==> src/rtl/board_pkg.sv <==
// Shared board definitions for the 5x5 flood-fill walk.
// FLOOD_FILL_DIAG_EN selects 8-neighbour connectivity (default: 4-neighbour).
package board_pkg;

  localparam int GRID   = 5;
  localparam int CELLS  = GRID * GRID;
  localparam int RANK_W = 5;

  typedef logic [4:0] cell_idx_t;

  typedef enum logic [2:0] {
    DIR_UP, DIR_DOWN, DIR_LEFT, DIR_RIGHT,
    DIR_UL, DIR_UR, DIR_DL, DIR_DR
  } dir_e;

  typedef enum logic [2:0] {
    S_IDLE, S_INIT, S_POP, S_CHECK, S_DONE
  } state_e;

`ifdef FLOOD_FILL_DIAG_EN
  localparam dir_e DIR_LAST = DIR_DR;
`else
  localparam dir_e DIR_LAST = DIR_RIGHT;
`endif

  // Queue pointers wrap 24 -> 0.
  function automatic cell_idx_t ptr_inc(cell_idx_t p);
    return (p == cell_idx_t'(CELLS - 1)) ? '0 : p + 5'd1;
  endfunction

endpackage

==> src/rtl/flood_neighbor.sv <==
// Combinational neighbour lookup: index of the cell one step from cur in dir.
// Diagonal directions exist only when FLOOD_FILL_DIAG_EN is defined.
module flood_neighbor
  import board_pkg::*;
#(
  parameter int GRID = 5
) (
  input  logic [4:0] cur,
  input  logic [2:0] dir,
  output logic [4:0] nb,
  output logic       in_bounds
);

  logic [2:0] row, col;
  logic       top, bot, lft, rgt;

  always_comb begin
    row = 3'(cur / GRID);
    col = 3'(cur % GRID);
    top = (row != 3'd0);
    bot = (row != 3'(GRID - 1));
    lft = (col != 3'd0);
    rgt = (col != 3'(GRID - 1));
  end

  // Index is forced to 0 when off-board so callers never index past the map.
  always_comb begin
    nb        = '0;
    in_bounds = 1'b0;
    case (dir_e'(dir))
      DIR_UP:    if (top) begin in_bounds = 1'b1; nb = cur - 5'(GRID); end
      DIR_DOWN:  if (bot) begin in_bounds = 1'b1; nb = cur + 5'(GRID); end
      DIR_LEFT:  if (lft) begin in_bounds = 1'b1; nb = cur - 5'd1; end
      DIR_RIGHT: if (rgt) begin in_bounds = 1'b1; nb = cur + 5'd1; end
`ifdef FLOOD_FILL_DIAG_EN
      DIR_UL: if (top && lft) begin in_bounds = 1'b1; nb = cur - 5'(GRID + 1); end
      DIR_UR: if (top && rgt) begin in_bounds = 1'b1; nb = cur - 5'(GRID - 1); end
      DIR_DL: if (bot && lft) begin in_bounds = 1'b1; nb = cur + 5'(GRID - 1); end
      DIR_DR: if (bot && rgt) begin in_bounds = 1'b1; nb = cur + 5'(GRID + 1); end
`endif
      default: ;
    endcase
  end

endmodule

==> src/rtl/flood_fill_ctrl.sv <==
// Breadth-first flood fill over a latched 5x5 trace, producing a visit-rank map and size.
// FLOOD_FILL_DIAG_EN enables 8-neighbour connectivity.
module flood_fill_ctrl
  import board_pkg::*;
#(
  parameter int GRID = 5
) (
  input  logic         clk,
  input  logic         rst_n,
  input  logic         start,
  input  logic [24:0]  trace,
  input  logic [4:0]   start_cell,
  output logic         busy,
  output logic         done,
  output logic [124:0] order_out,
  output logic [4:0]   count_out
);

  state_e    state_q, state_d;
  dir_e      dir_q, dir_d;
  cell_idx_t cur_q, cur_d;
  cell_idx_t seed_q, seed_d;
  cell_idx_t head_q, head_d;
  cell_idx_t tail_q, tail_d;
  logic [CELLS-1:0]             trace_q, trace_d;
  logic [CELLS-1:0][RANK_W-1:0] order_q, order_d;
  logic [CELLS-1:0][4:0]        fifo_q, fifo_d;
  logic [RANK_W-1:0]            count_q, count_d;

  logic [4:0] nb_idx;
  logic       nb_in;
  logic       seed_ok, nb_new;

  flood_neighbor #(.GRID(GRID)) u_nb (
    .cur       (cur_q),
    .dir       (dir_q),
    .nb        (nb_idx),
    .in_bounds (nb_in)
  );

  always_comb begin
    seed_ok = (seed_q < cell_idx_t'(CELLS)) && trace_q[seed_q];
    nb_new  = nb_in && trace_q[nb_idx] && (order_q[nb_idx] == '0);
  end

  always_comb begin
    state_d = state_q;
    dir_d   = dir_q;
    cur_d   = cur_q;
    seed_d  = seed_q;
    head_d  = head_q;
    tail_d  = tail_q;
    trace_d = trace_q;
    order_d = order_q;
    fifo_d  = fifo_q;
    count_d = count_q;
    case (state_q)
      S_IDLE: if (start) begin
        trace_d = trace;
        seed_d  = start_cell;
        order_d = '0;
        fifo_d  = '0;
        count_d = '0;
        head_d  = '0;
        tail_d  = '0;
        dir_d   = DIR_UP;
        state_d = S_INIT;
      end
      S_INIT: begin
        if (seed_ok) begin
          order_d[seed_q] = RANK_W'(1);
          count_d         = RANK_W'(1);
          fifo_d[tail_q]  = seed_q;
          tail_d          = ptr_inc(tail_q);
        end
        state_d = S_POP;
      end
      S_POP: begin
        if (head_q == tail_q) begin
          state_d = S_DONE;
        end else begin
          cur_d   = fifo_q[head_q];
          head_d  = ptr_inc(head_q);
          dir_d   = DIR_UP;
          state_d = S_CHECK;
        end
      end
      S_CHECK: begin
        if (nb_new) begin
          order_d[nb_idx] = count_q + RANK_W'(1);
          count_d         = count_q + RANK_W'(1);
          fifo_d[tail_q]  = nb_idx;
          tail_d          = ptr_inc(tail_q);
        end
        if (dir_q == DIR_LAST) state_d = S_POP;
        else                   dir_d   = dir_e'(dir_q + 3'd1);
      end
      S_DONE:  state_d = S_IDLE;
      default: state_d = S_IDLE;
    endcase
  end

  always_ff @(posedge clk or negedge rst_n) begin
    if (!rst_n) begin
      state_q <= S_IDLE;
      dir_q   <= DIR_UP;
      cur_q   <= '0;
      seed_q  <= '0;
      head_q  <= '0;
      tail_q  <= '0;
      trace_q <= '0;
      order_q <= '0;
      fifo_q  <= '0;
      count_q <= '0;
    end else begin
      state_q <= state_d;
      dir_q   <= dir_d;
      cur_q   <= cur_d;
      seed_q  <= seed_d;
      head_q  <= head_d;
      tail_q  <= tail_d;
      trace_q <= trace_d;
      order_q <= order_d;
      fifo_q  <= fifo_d;
      count_q <= count_d;
    end
  end

  assign busy      = (state_q != S_IDLE);
  assign done      = (state_q == S_DONE);
  assign order_out = order_q;
  assign count_out = count_q;

endmodule

==> config.mk <==
export PLATFORM = sky130hd
export DESIGN_NAME = flood_fill_ctrl
export DESIGN_NICKNAME = d
export VERILOG_FILES = /design/src/rtl/board_pkg.sv /design/src/rtl/flood_neighbor.sv /design/src/rtl/flood_fill_ctrl.sv
export SDC_FILE = /design/constraint.sdc
export NUM_CORES = 1
export LEC_CHECK = 0
export CAP_MARGIN = 20
export CORE_MARGIN = 1.5
export CORE_UTILIZATION = 35
export CTS_CLUSTER_DIAMETER = 200
export DETAILED_ROUTE_END_ITERATION = 6
export SLEW_MARGIN = 5
export SYNTH_ARGS = -nofsm -noshare
export SYNTH_HDL_FRONTEND = slang
export SYNTH_SLANG_ARGS = --single-unit
==> constraint.sdc <==
create_clock -name clk -period 5.2 [get_ports clk]
set_clock_uncertainty 0.2 [all_clocks]
set_input_delay 0.52 -clock clk [delete_from_list [all_inputs] [get_ports clk]]
set_output_delay 0.52 -clock clk [all_outputs]
set_load 0.05 [all_outputs]
==> results.tsv <==
stage	metric	value	unit
synthesis	register bit total from synthesis	306	
sta	pin slew with the least headroom to its limit	1.005	ns
floorplanning	DIE WIDTH	216.6	um
synthesis	sequential share of the synthesized area	47.95	%
cts	clk slew on worst S/H paths	0.06	ns
power_and_ir_drop	Leak Pwr	9.471	nW
placement	I/O Buffers	164	
final_layout	final net count	1922	
worst_setup_path	crit path DAT	5.51	ns
status	failing checks	negative setup slack	
cts	Max clock buf depth	3	
floorplanning	Rows	78	
cts	worst-skew pair later-pin latency	0.56	ns
sta	Final period util	101.1	%
synthesis	Async SR Flop Fraction	100.0	%
global_routing	first-pass GRT wire length	88050	um
worst_setup_path	Critical Path Sink	fifo_q[124]$_DFFE_PN0P_	
placement	Post-DP HPWL	41450	um
sta	Slew Limit Fails	0	
sta	Rel. slew slack	32.46	%
final_layout	final instance area	21820	um2
synthesis	top_reg_cell synth	dfrtp_1	
status	outcome	finished, violations left	
placement	placed standard-cell area	19290	um2
global_routing	largest net degree at the start of global routing	140	
synthesis	syn_nets	1629	
worst_setup_path	Worst R2R Setup Slack	-0.06	ns
routing	mean routed wirelength per cell	24.05	um
synthesis	YS warnings	0	
synthesis	number of synthesized flops with an enable pin	0	
floorplanning	chip height	216.6	um
final_layout	most common cell after layout, fill and taps aside	dfrtp_1	
floorplanning	Initial Util	35.34	%
placement	RePlAce Congestion	0.9968	
sta	RSZ-0062 raised after global routing	yes	
hold_path	Worst Hold Class	reg2reg	
global_routing	vias in the first global route	14349	
power_and_ir_drop	Power Density	225.8	nW/um2
worst_setup_path	worst setup path start	cur_q[2]$_DFFE_PN0P_	
worst_setup_path	Reg2Reg Launch Point	cur_q[2]$_DFFE_PN0P_	
routing	Final ANT Viol Nets	0	
synthesis	Post-Synthesis Cells	1575	
worst_setup_path	crit path capture type	register	
sta	final setup violating endpoints	41	
synthesis	library cells used by synthesis	81	
final_layout	antenna diode count	0	
sta	Max Fclk	190.2	MHz
power_and_ir_drop	Worst VDD drop	0.0002763	V
global_routing	GRT Residual Overflow	0	
run	maxcap violations	0	
worst_setup_path	CP Max Fanout	8	
final_layout	Area Growth Syn to Fin	36.67	%
sta	min cycle time layout	5.257	ns
final_layout	commonest cells after routing, fill and taps aside	dfrtp_1, nand2_1, clkdlybuf4s50_1, a22o_1, buf_4	
floorplanning	io pins	165	
routing	via count	14875	
cts	clk root buf	clkbuf_16	
worst_setup_path	Reg-to-Reg End	fifo_q[124]$_DFFE_PN0P_	
routing	DRC	0	
worst_setup_path	startpoint types	register	
floorplanning	Die Area	46910	um2
sta	Final WS setup	-0.05658	ns
synthesis	Avg Cell Area, Syn	10.14	um2
final_layout	Non-Filler Instances	2493	
worst_setup_path	R2R cell count	23	
routing	vias per std cell	5.967	
worst_setup_path	WP data required	5.45	ns
floorplanning	core footprint	45190	um2
synthesis	synthesized cell area	15970	um2
placement	Placed Cells	2388	
cts	# clock sinks	306	
final_layout	fin util	48.30	%
routing	drt pass-1 iters	5	
cts	CTS buffer count	35	
routing	Detailed Route Iter0 Violations	1723	
global_routing	All-Layer GR Usage	24.29	%
cts	CTS tree	done	
global_routing	initial antenna violation count	0	
cts	CTS H-Tree Depth	2	
placement	worst slack, placed	-0.4305	ns
final_layout	share of post-route cells with drive strength above 1	23.03	%
sta	Final Hold Fails	0	
sta	Hold WS	0.2903	ns
worst_setup_path	CP Class	reg2reg	
routing	total length of routed wires	59950	um
-- where the power goes --
part           switching [W]  total [W]  internal, W
Clock                0.00106    0.00247      0.00142
Sequential                 0    0.00238      0.00238
Combinational      0.0000511  0.0000756    0.0000245
Total                0.00111    0.00493      0.00382
-- flip-flops by register name, summed over array words and instances (netlist names) --
name / count
count_out: 5
cur_q: 5
dir_q: 3
fifo_q: 125
head_q: 5
order_out: 125
seed_q: 5
state_q: 3
tail_q: 5
trace_q: 25
-- metal layers --
metal | GRT usage [%] | part of all wire (%)
met1 | 33.59 | 42
met2 | 38.45 | 47
met3 | 4.225 | 8.1
met4 | 8.264 | 3.4
met5 | 0 | 0
-- cell type report --
class | instances | area, um2
inverters | 42 | 157.7
flip-flops and latches | 306 | 7661
clock inverters | 14 | 168.9
clock buffers | 48 | 964.7
repair buffers | 351 | 3552
fillers | 4100 | 23360
well taps | 600 | 750.7
multi-input cells | 1132 | 8568
-- cell usage after synthesis, types with 6 or more instances --
cell / n / area share (%)
a22oi_1: 11 / 0.52
a32o_1: 17 / 1.1
nand2b_1: 39 / 1.5
a21o_1: 13 / 0.61
o31ai_1: 10 / 0.47
clkbuf_1: 68 / 1.6
a22o_1: 155 / 8.5
xnor2_1: 14 / 0.77
buf_2: 21 / 0.66
nor4_1: 11 / 0.43
nor2_1: 101 / 2.4
a31oi_1: 10 / 0.39
or2_2: 6 / 0.24
nand2_1: 206 / 4.8
o2bb2ai_1: 17 / 0.93
nor3_1: 47 / 1.5
mux2i_1: 22 / 1.4
o22ai_1: 17 / 0.67
nor2b_1: 16 / 0.63
a21oi_1: 50 / 1.6
ha_1: 21 / 1.6
o21ai_0: 138 / 4.3
or4_1: 14 / 0.66
nand4_1: 6 / 0.24
a211o_1: 7 / 0.38
nand3_1: 30 / 0.94
inv_1: 41 / 0.96
or3_1: 9 / 0.35
o211ai_1: 10 / 0.47
dfrtp_1: 306 / 48
mux4_2: 43 / 6.1
-- through the flow --
stage                     TNS [ns]  total power [W]
after detailed placement    -54.60         0.002504
after global routing        -26.64         0.005083
after floorplan                  0         0.002426
final                      -0.9349         0.004928
after global placement      -43.51         0.002503
after CTS                   -2.767         0.004979
-- cell families (layout without fill, tap and decap cells) --
group	count (synthesis)	in the layout	synth area share, %
flops	306	306	47.95
mux	69	69	7.726
compound gates	512	512	23.19
xor+xnor	18	18	0.9873
fa+ha+maj	21	21	1.645
buf+inv	137	455	3.409
simple gates	512	512	15.08
-- how the worst min path moves through the flow --
stage / startpoint / to / cells past startpoint
2_1_floorplan: rst_n / count_out[0]$_DFFE_PN0P_ / 0
3_3_place_gp: fifo_q[19]$_DFFE_PN0P_ / fifo_q[19]$_DFFE_PN0P_ / 1
3_5_place_dp: fifo_q[99]$_DFFE_PN0P_ / fifo_q[99]$_DFFE_PN0P_ / 1
4_1_cts: trace[14] / trace_q[14]$_DFFE_PN0P_ / 3
5_1_grt: fifo_q[19]$_DFFE_PN0P_ / fifo_q[19]$_DFFE_PN0P_ / 1
6_report: fifo_q[82]$_DFFE_PN0P_ / fifo_q[82]$_DFFE_PN0P_ / 1
-- critical path: stages (launching register included) --
cell and delay [ns]:
dfrtp_2 0.44, or2_4 0.26, ha_4 0.28, nor2b_4 0.04
a21oi_2 0.16, a21oi_2 0.06, xnor2_2 0.15, ha_2 0.35
nand2_4 0.07, nor2_4 0.14, o31ai_2 0.09, a211oi_2 0.34
a31oi_4 0.14, buf_12 0.17, buf_12 0.13, or4_4 0.48
a31oi_4 0.18, a41oi_2 0.18, o21ai_2 0.26, a31oi_4 0.15
buf_8 0.19, clkbuf_16 0.17, or2_4 0.26, a22o_1 0.24
-- timing repair --
item                                    4_1_cts  5_1_grt
pin swaps                                    16       86
hold endpoints to repair                    104        0
gates cloned                                  0       13
resized for setup                            56      177
hold buffers                                  1        0
endpoints found under the setup margin      259      260
setup buffers                                12       15
Note: power is estimated with default switching activity, not from simulation.
